<file path="src/rtl/adf_spi_capture.sv">
// Receive-side ADF4351 three-wire deserializer: captures 32-bit words on LE rise into an R0..R5 shadow.
// Optional macro ADF_FIELD_DECODE_EN adds registered INT/FRAC/MOD field outputs.
module adf_spi_capture (
    input  logic        CLK,
    input  logic        RST,
    input  logic        ADF_CLK,
    input  logic        ADF_DATA,
    input  logic        ADF_LE,
    output logic [31:0] WORD,
    output logic        WORD_VALID,
    output logic [31:0] R0,
    output logic [31:0] R1,
    output logic [31:0] R2,
    output logic [31:0] R3,
    output logic [31:0] R4,
    output logic [31:0] R5,
    output logic [5:0]  WRITTEN,
    output logic        CFG_DONE,
    output logic        LEN_ERR,
`ifdef ADF_FIELD_DECODE_EN
    output logic        ADDR_ERR,
    output logic [15:0] INT_VAL,
    output logic [11:0] FRAC_VAL,
    output logic [11:0] MOD_VAL
`else
    output logic        ADDR_ERR
`endif
);

    localparam int unsigned WORD_W   = 32;
    localparam int unsigned CNT_W    = 6;
    localparam int unsigned NUM_REGS = 6;
    localparam int unsigned CTRL_W   = 3;

    logic sclk_s1, sclk_s2, sclk_prev;
    logic data_s1, data_s2;
    logic le_s1, le_s2, le_prev;

    // Edge strobes and the data bit that belongs to the clock edge, one stage after detection
    logic sclk_rise_q;
    logic le_rise_q;
    logic data_q;

    logic [WORD_W-1:0] shift_reg;
    logic [CNT_W-1:0]  bit_cnt;
    logic [WORD_W-1:0] shadow [NUM_REGS];

    logic [CTRL_W-1:0] ctrl_c;
    logic              len_ok_c;
    logic              addr_ok_c;
    logic              cfg_hit_c;

    // Word qualification from the current shift contents and bit count
    always_comb begin
        ctrl_c    = shift_reg[CTRL_W-1:0];
        len_ok_c  = 1'b0;
        addr_ok_c = 1'b0;
        cfg_hit_c = 1'b0;
        if (bit_cnt == CNT_W'(WORD_W)) begin
            len_ok_c = 1'b1;
        end
        if (ctrl_c <= CTRL_W'(NUM_REGS - 1)) begin
            addr_ok_c = 1'b1;
        end
        if ((ctrl_c == '0) && (&WRITTEN[NUM_REGS-1:1])) begin
            cfg_hit_c = 1'b1;
        end
    end

    always_ff @(posedge CLK) begin
        if (RST) begin
            sclk_s1     <= 1'b0;
            sclk_s2     <= 1'b0;
            sclk_prev   <= 1'b0;
            data_s1     <= 1'b0;
            data_s2     <= 1'b0;
            le_s1       <= 1'b0;
            le_s2       <= 1'b0;
            le_prev     <= 1'b0;
            sclk_rise_q <= 1'b0;
            le_rise_q   <= 1'b0;
            data_q      <= 1'b0;
            shift_reg   <= '0;
            bit_cnt     <= '0;
            WORD        <= '0;
            WORD_VALID  <= 1'b0;
            WRITTEN     <= '0;
            CFG_DONE    <= 1'b0;
            LEN_ERR     <= 1'b0;
            ADDR_ERR    <= 1'b0;
            for (int i = 0; i < int'(NUM_REGS); i++) begin
                shadow[i] <= '0;
            end
        end else begin
            sclk_s1   <= ADF_CLK;
            sclk_s2   <= sclk_s1;
            sclk_prev <= sclk_s2;
            data_s1   <= ADF_DATA;
            data_s2   <= data_s1;
            le_s1     <= ADF_LE;
            le_s2     <= le_s1;
            le_prev   <= le_s2;

            // LE level (including its own rising edge) suppresses serial clock edges
            sclk_rise_q <= sclk_s2 & ~sclk_prev & ~le_s2;
            le_rise_q   <= le_s2 & ~le_prev;
            data_q      <= data_s2;

            WORD_VALID <= 1'b0;
            LEN_ERR    <= 1'b0;
            ADDR_ERR   <= 1'b0;

            if (le_rise_q) begin
                bit_cnt <= '0;
                if (len_ok_c) begin
                    WORD       <= shift_reg;
                    WORD_VALID <= 1'b1;
                    if (addr_ok_c) begin
                        for (int i = 0; i < int'(NUM_REGS); i++) begin
                            if (ctrl_c == CTRL_W'(i)) begin
                                shadow[i]  <= shift_reg;
                                WRITTEN[i] <= 1'b1;
                            end
                        end
                        if (cfg_hit_c) begin
                            CFG_DONE <= 1'b1;
                        end
                    end else begin
                        ADDR_ERR <= 1'b1;
                    end
                end else begin
                    LEN_ERR <= 1'b1;
                end
            end else if (sclk_rise_q) begin
                shift_reg <= {shift_reg[WORD_W-2:0], data_q};
                if (bit_cnt != '1) begin
                    bit_cnt <= bit_cnt + CNT_W'(1);
                end
            end
        end
    end

    assign R0 = shadow[0];
    assign R1 = shadow[1];
    assign R2 = shadow[2];
    assign R3 = shadow[3];
    assign R4 = shadow[4];
    assign R5 = shadow[5];

`ifdef ADF_FIELD_DECODE_EN
    // Field views trail the shadow by one cycle
    always_ff @(posedge CLK) begin
        if (RST) begin
            INT_VAL  <= '0;
            FRAC_VAL <= '0;
            MOD_VAL  <= '0;
        end else begin
            INT_VAL  <= shadow[0][30:15];
            FRAC_VAL <= shadow[0][14:3];
            MOD_VAL  <= shadow[1][14:3];
        end
    end
`endif

endmodule
</file>
<file path="config.mk">
export PLATFORM = sky130hd
export DESIGN_NAME = adf_spi_capture
export DESIGN_NICKNAME = d
export VERILOG_FILES = /design/src/rtl/adf_spi_capture.sv
export SDC_FILE = /design/constraint.sdc
export NUM_CORES = 1
export LEC_CHECK = 0
export ABC_AREA = 1
export CAP_MARGIN = 25
export CORE_MARGIN = 3
export CORE_UTILIZATION = 44
export DETAILED_ROUTE_END_ITERATION = 10
export PLACE_DENSITY = 0.72
export SLEW_MARGIN = 20
export SYNTH_ARGS = -nofsm -noshare
export SYNTH_HDL_FRONTEND = slang
export SYNTH_SLANG_ARGS = --single-unit
</file>
<file path="constraint.sdc">
create_clock -name CLK -period 5.3 [get_ports CLK]
set_clock_uncertainty 0.15 [all_clocks]
set_input_delay 0.795 -clock CLK [delete_from_list [all_inputs] [get_ports CLK]]
set_output_delay 0.795 -clock CLK [all_outputs]
set_load 0.1 [all_outputs]
</file>
Yosys cells after proc, flatten, opt, wreduce, memory -nomap -nowiden. Memories as Yosys holds them, arrays and structs flattened. Index checks and enable logic that the tools add are counted.

Add/subtract/negate cells: 1. Magnitude comparators: 1. Equal/unequal tests: 7. Multiplexer cells: 50. Bitwise operators: 14. Reductions and logical operators: 16.

Operator list (number): 2-to-1 mux 32 bit (6); 2-to-1 mux 1 bit (44); AND reduction 4 bit (7); adder 6 x 1 -> 6 bit (second input constant) (1); equality test 3 x 2 -> 1 bit (second input constant) (2); equality test 3 bit (second input constant) (2); equality test 6 bit (second input constant) (1); != test 6 bit (second input constant) (1); OR 1 bit (6); AND reduction 2 bit (3); inverter 1 bit (5); AND reduction 5 bit (1); OR reduction 2 bit (2); bitwise AND 1 bit (3); equality test 3 x 1 -> 1 bit (second input constant) (1); <= comparator 3 bit (second input constant) (1); logical NOT 3 bit (1); OR reduction 3 bit (1); logical AND 1 bit (1).

Bits in registers: 91. Memory bits (writable): 192. Input bits: 5. Output and inout port bits: 234. Logic and storage cells: 114. Memories kept: 1.

Memory list: shadow (words 6, width 32, read ports 6, clocked after Yosys merged registers in 0, write ports 6, line 46) `logic [WORD_W-1:0] shadow [NUM_REGS];`.

Logic depth before layout (Yosys ltp). Gate-level depths: netlist (run 1).

Word-level depth: 8. Mapped depth: 10. Depth with buffers taken out: 8.

Worst setup path after synthesis (run 1). No wires, ideal clock.

Kind: reg2reg. Start point: reg bit_cnt[0]. End point: mem shadow[5][0], enable pin. Setup time: 466 ps. Arrival: 3375 ps. Data required time: 4684 ps. Path slack: 1310 ps. Stages on the path, launching flop included: 10. Path buffers: 1. Clock period less this slack: 3990 ps. Path through: dfxtp_1 > inv_1 > ha_1 > nand2_1 > inv_1 > nand3_1 > nor2_2 > buf_6 > nand2_1 > o21ai_0.

RTL lines: from (decl) (line 45) `logic [CNT_W-1:0] bit_cnt;`; from (signal assigned) (line 137) `bit_cnt <= bit_cnt + CNT_W'(1);`; to (decl) (line 46).

==> impl_metrics.yaml, run 1 <==
outcome:
  run_status: "finished, final reports clean"
sta:
  period_minus_slack_ns: 3.50
  slew_headroom_pct: 29.4
  max_freq_mhz: 286
  holdWs_ns: 0.241
  finalHoldViolations: 0
  fin_crit_sh_pct: 66.0
  rsz0062_at_grt: "false"
  maxSlewViolCount: 0
  finalSetupViolations: 0
  tightest_slew_ns: 1.06
  fin_setup_tns_ns: 0
worst_setup_path:
  worstSetupPathType: "input port to flip-flop"
  crit_path_end_kind: "flip-flop"
  cp_max_fo: 49
  worst_ep_arrival_time_ns: 3.73
  worst_setup_path_start_kind: "input port"
  regToRegSetupSlack_ns: 2.40
  timing.rr.end: "shadow[5][10]"
  required_ns: 5.53
  ff2ff_path_depth: 9
  endpoint: "shadow[5][10]"
  reg2reg_from: "bit_cnt[0]"
  cp-startpoint: "RST"
yosys:
  ys.warnings.count: 0
  yosysSeqAreaShare_pct: 76.5
  yosys.area.top_type: "edfxtp_1"
  ys_types: 24
  ys_async_sr_fraction_pct: 0
  synth-edff-count: 192
  synth_seq_cells: 283
  synthFlopType: "edfxtp_1"
  synthTopCellsByArea: "edfxtp_1 58%, dfxtp_1 18%, nor2_1 9.7%"
  syn_area_sq_um: 9920
  syn_inst: 822
  synth_top_area_share_pct: 58.1
  yosysMostFrequentCell: "nor2_1"
  syn_avg_cell_area_sq_um: 12.1
  synth_commonest_cells: "256 x nor2_1, 192 x edfxtp_1, 91 x dfxtp_1, 67 x o21ai_0, 62 x inv_1"
power_and_ir_drop:
  p_comb_share_pct: 11.9
  total_power_mw: 5.02
  swShare_pct: 26.1
  seq_power_share_pct: 48.6
  switching_power_mw: 1.31
  leakagePower_nw: 4.82
  p_clk_share_pct: 39.5
  p_int_mw: 3.71
  powerDensity_nw_per_um2: 370
  ir_worst_vdd_mv: 0.329
global_route:
  grt-ovfl-total: 0
  grtUsageTotal_pct: 20.1
  grt_max_degree: 65
  grt_pass1_vias: 6673
  antenna_found_initial: 0
  grt_pass1_wl_mm: 37.7
route:
  vias: 6775
  wl_mm: 25.3
  drt_iter0_drc: 408
  drc_errors: 0
  dr.pass1.iters: 5
  vias_per_cell: 4.95
  ant_nets: 0
  wl_per_cell_um: 18.5
clocking:
  cts.repair.resized: 0
  clock_sinks: 283
  cts-root-buf: "clkbuf_16"
  holdBufCountCts: 0
  clk_pin_slew_ns: 0.06
  clockBufferDepth: 3
  post_cts_buffers: 0
  h-tree-depth: 1
  clk_latency_ns: 0.53
  cts-buffers-inserted: 28
  cts_tree: "yes"
finish:
  layout.nets: 1075
  diodes: 0
  ff_latch_area_sq_um: 7590
  fin_util_pct: 61.8
  multiInputGateArea_sq_um: 1940
  layout-drive-gt1-share_pct: 6.33
  fillCellCount: 1669
  syn2layout_area_growth_pct: 36.7
  largest_reg_flops: 192
floorplanning:
  coreArea_sq_um: 22000
  row_count: 54
  io_pins: 239
  initial_core_util_pct: 45.2
  die_w_um: 156
  die_area_sq_um: 24400
  die_y_um: 156
run:
  cap_violations: 0
worst_hold_path:
  hold_path.class: "flip-flop to flip-flop"
  hold_depth: 1
placement:
  gp_congestion: 0.859
  dp_hpwl_mm: 16.7
  port-buffer-count: 238
[worst min path at each step]
stage,startpoint,endpoint,slack [ns]
5_1_grt,sclk_prev,sclk_rise_q,0.25
4_1_cts,le_prev,le_rise_q,0.25
6_report,le_prev,le_rise_q,0.24
3_3_place_gp,le_prev,le_rise_q,0.23
2_1_floorplan,le_prev,le_rise_q,0.22
3_5_place_dp,le_prev,le_rise_q,0.24
[layout by cell type, fill, tap and decap left out, types with 2 or more instances in the layout]
| master | count |
|---|---|
| dfxtp_1 | 91 |
| nand4_1 | 6 |
| nand2_2 | 7 |
| edfxtp_1 | 192 |
| conb_1 | 11 |
| nor3_1 | 4 |
| nand3_1 | 9 |
| o21ai_4 | 2 |
| ha_1 | 2 |
| a21oi_1 | 37 |
| clkbuf_8 | 4 |
| clkdlybuf4s50_1 | 238 |
| o21ai_0 | 65 |
| nand2_1 | 39 |
| clkinv_2 | 3 |
| clkbuf_16 | 31 |
| buf_4 | 6 |
| clkbuf_1 | 5 |
| clkbuf_4 | 4 |
| clkinv_4 | 2 |
| inv_1 | 62 |
| nor2_4 | 3 |
| nor2_1 | 256 |
| buf_16 | 2 |
[per-layer routing]
metal | track usage (%) | vias to the layer above | routed length (um)
met5 | 0 | - | 0
met4 | 7.75 | 0 | 833
met3 | 3.50 | 52 | 1570
met2 | 35.8 | 258 | 12800
met1 | 24.6 | 3253 | 10100
li1 | - | 3212 | -
[cell families after synthesis]
kind of cell	after synthesis	share of synthesized area, %
AOI/OAI and AO/OA	104	5.25
xor gates and xnor gates	1	0.0883
adders and majority gates	2	0.252
buffers and inverters	104	4.80
DFF	283	76.5
other	1	0.0378
and+or+nand+nor	327	13.1
[critical path: stages]
cell             delay [ns]
clkdlybuf4s50_1        0.75
inv_2                  0.79
nand4_1                0.79
buf_4                  0.48
nor2_1                 0.11
[power groups by stage]
stage          logic (mW)  registers, mW  clock network [mW]
2_1_floorplan      0.0646           2.88                   0
3_3_place_gp        0.594           2.49                   0
3_5_place_dp        0.599           2.49                   0
4_1_cts             0.600           2.44                2.02
5_1_grt             0.614           2.45                2.10
6_report            0.597           2.44                1.98
[final cells by class]
| class | count | share of cell area, % |
|---|---|---|
| clock buffers | 44 | 6.48 |
| clock inverters | 8 | 0.544 |
| inverters | 63 | 1.74 |
| multi-input cells | 445 | 14.3 |
| flip-flops and latches | 283 | 55.9 |
| well taps | 280 | 2.58 |
| repair buffers | 247 | 18.4 |
[stage by stage]
step	setup WS (ns)	cell area [sq um]	cells
6_report	1.80	13600	1370
3_5_place_dp	1.28	12600	1317
2_1_floorplan	1.31	9960	832
4_1_cts	1.83	13500	1369
5_1_grt	1.58	13600	1370
3_3_place_gp	1.33	12500	1315
No activity file was read; power rests on OpenSTA's default activity.
==> inputs of run 2 (changes only) <==
- PLACE_DENSITY: 0.72 -> 0.75
- clock period: 5.3 -> 2.85 ns (I/O delays scaled with it)
==> impl_metrics.yaml, run 2 (synthesis results as in run 1) <==
outcome:
  run_status: "finished, final reports clean"
finish:
  diodes: 0
  fillCellCount: 1746
  syn2layout_area_growth_pct: 31.4
  layout-drive-gt1-share_pct: 28.7
  fin_cells: 1384
  final_cell_mix: "256 x nor2_1, 251 x buf_4, 192 x edfxtp_1, 91 x dfxtp_1, 65 x o21ai_0"
  largest_reg_flops: 192
  layout.nets: 1089
  final_common_cell: "nor2_1"
worst_hold_path:
  hold_path.class: "flip-flop to flip-flop"
run:
  cap_violations: 0
placement:
  dp_cells: 1332
  port-buffer-count: 238
  dp_hpwl_mm: 17.4
  gp_congestion: 0.833
clocking:
  holdBufCountCts: 0
  cts-buffers-inserted: 28
  clk_pin_slew_ns: 0.06
  post_cts_buffers: 0
  clk_latency_ns: 0.52
  cts-root-buf: "clkbuf_16"
  h-tree-depth: 1
  cts.repair.resized: 0
  clockBufferDepth: 3
  cts_tree: "yes"
  clock_sinks: 283
global_route:
  grt-ovfl-total: 0
  grt_pass1_vias: 6668
  grt_max_degree: 65
  grt_pass1_wl_mm: 37.5
  grtUsageTotal_pct: 19.9
  antenna_found_initial: 0
sta:
  fin_crit_sh_pct: 87.7
  finalHoldViolations: 0
  finalSetupViolations: 0
  maxSlewViolCount: 0
  max_freq_mhz: 400
  fin_setup_tns_ns: 0
  holdWs_ns: 0.235
  tightest_slew_ns: 0.612
  period_minus_slack_ns: 2.50
  rsz0062_at_grt: "false"
  slew_headroom_pct: 59.0
power_and_ir_drop:
  swShare_pct: 26.9
  p_comb_share_pct: 12.0
  p_int_mw: 6.65
  leakagePower_nw: 5.20
  p_clk_share_pct: 38.1
  ir_worst_vdd_mv: 0.340
  powerDensity_nw_per_um2: 698
  switching_power_mw: 2.45
  seq_power_share_pct: 49.9
floorplanning:
  coreArea_sq_um: 22000
  die_y_um: 156
  die_w_um: 156
  row_count: 54
  die_area_sq_um: 24400
  initial_core_util_pct: 45.2
  io_pins: 239
route:
  wl_per_cell_um: 18.1
  vias_per_cell: 4.87
  wl_mm: 25.1
  dr.pass1.iters: 4
  drt_iter0_drc: 462
  wl_met1_mm: 9.98
  top_layer: "met4"
  drc_errors: 0
  vias: 6743
  ant_nets: 0
  wl_met3_mm: 1.72
  route.met2.wl_mm: 12.6
worst_setup_path:
  required_ns: 2.93
  cp_max_fo: 39
  regToRegSetupSlack_ns: 0.35
  worst_setup_path_start_kind: "flip-flop"
  worstSetupPathType: "flip-flop to flip-flop"
  crit_path_end_kind: "flip-flop"
  worst_ep_arrival_time_ns: 2.57
==> run 2: stage by stage <==
stage | worst slack, ns | util, % | area [sq um] | total power, mW
floorplan | 0.328 | - | 9970 | 5.47
global placement | 0.361 | 55.2 | 12100 | 5.71
global route | 0.178 | 59.4 | 13000 | 9.37
CTS | 0.349 | 59.4 | 13000 | 9.16
finish | 0.351 | 59.4 | 13000 | 9.10
detailed placement | 0.363 | 55.4 | 12200 | 5.72
==> run 2: metal layers <==
metal,vias up,global-route usage [%]
li1,3239,-
met4,0,6.67
met5,-,0
met3,51,3.83
met2,247,34.8
met1,3206,25.0
==> run 2: final timing paths <==
| check | start | endpoint | cells after the start |
|---|---|---|---|
| max | bit_cnt[0] | shadow[1][26] | 10 |
| max reg2reg | bit_cnt[0] | shadow[1][26] | 10 |
| min | le_prev | le_rise_q | 1 |
| min reg2reg | le_prev | le_rise_q | 1 |
==> run 2: power by group through the flow <==
stage	Clock [mW]	Sequential [mW]	Combinational (mW)
after global placement	0	4.63	1.08
after floorplan	0	5.35	0.121
after detailed placement	0	4.63	1.10
final	3.47	4.54	1.09
after CTS	3.52	4.54	1.10
after global routing	3.70	4.55	1.12
==> run 2: cell type report <==
cell class                 count  area [sq um]  area share (%)
clock inverter                14          67.6           0.518
tap                          280           350            2.69
inverter                      63           236            1.81
multi-input combinational    445          1940            14.8
timing repair buffer         261          2050            15.7
sequential                   283          7590            58.2
clock buffer                  38           813            6.23
==> run 2: worst max-delay path, stage by stage (launching register included) <==
cell and delay, ns:
dfxtp_1 0.35, inv_1 0.09, ha_1 0.17, nand2_1 0.06
inv_1 0.06, nand3_1 0.10, nor2_4 0.10, buf_4 0.41
nand3_1 0.15, nand2_2 0.32, buf_12 0.22
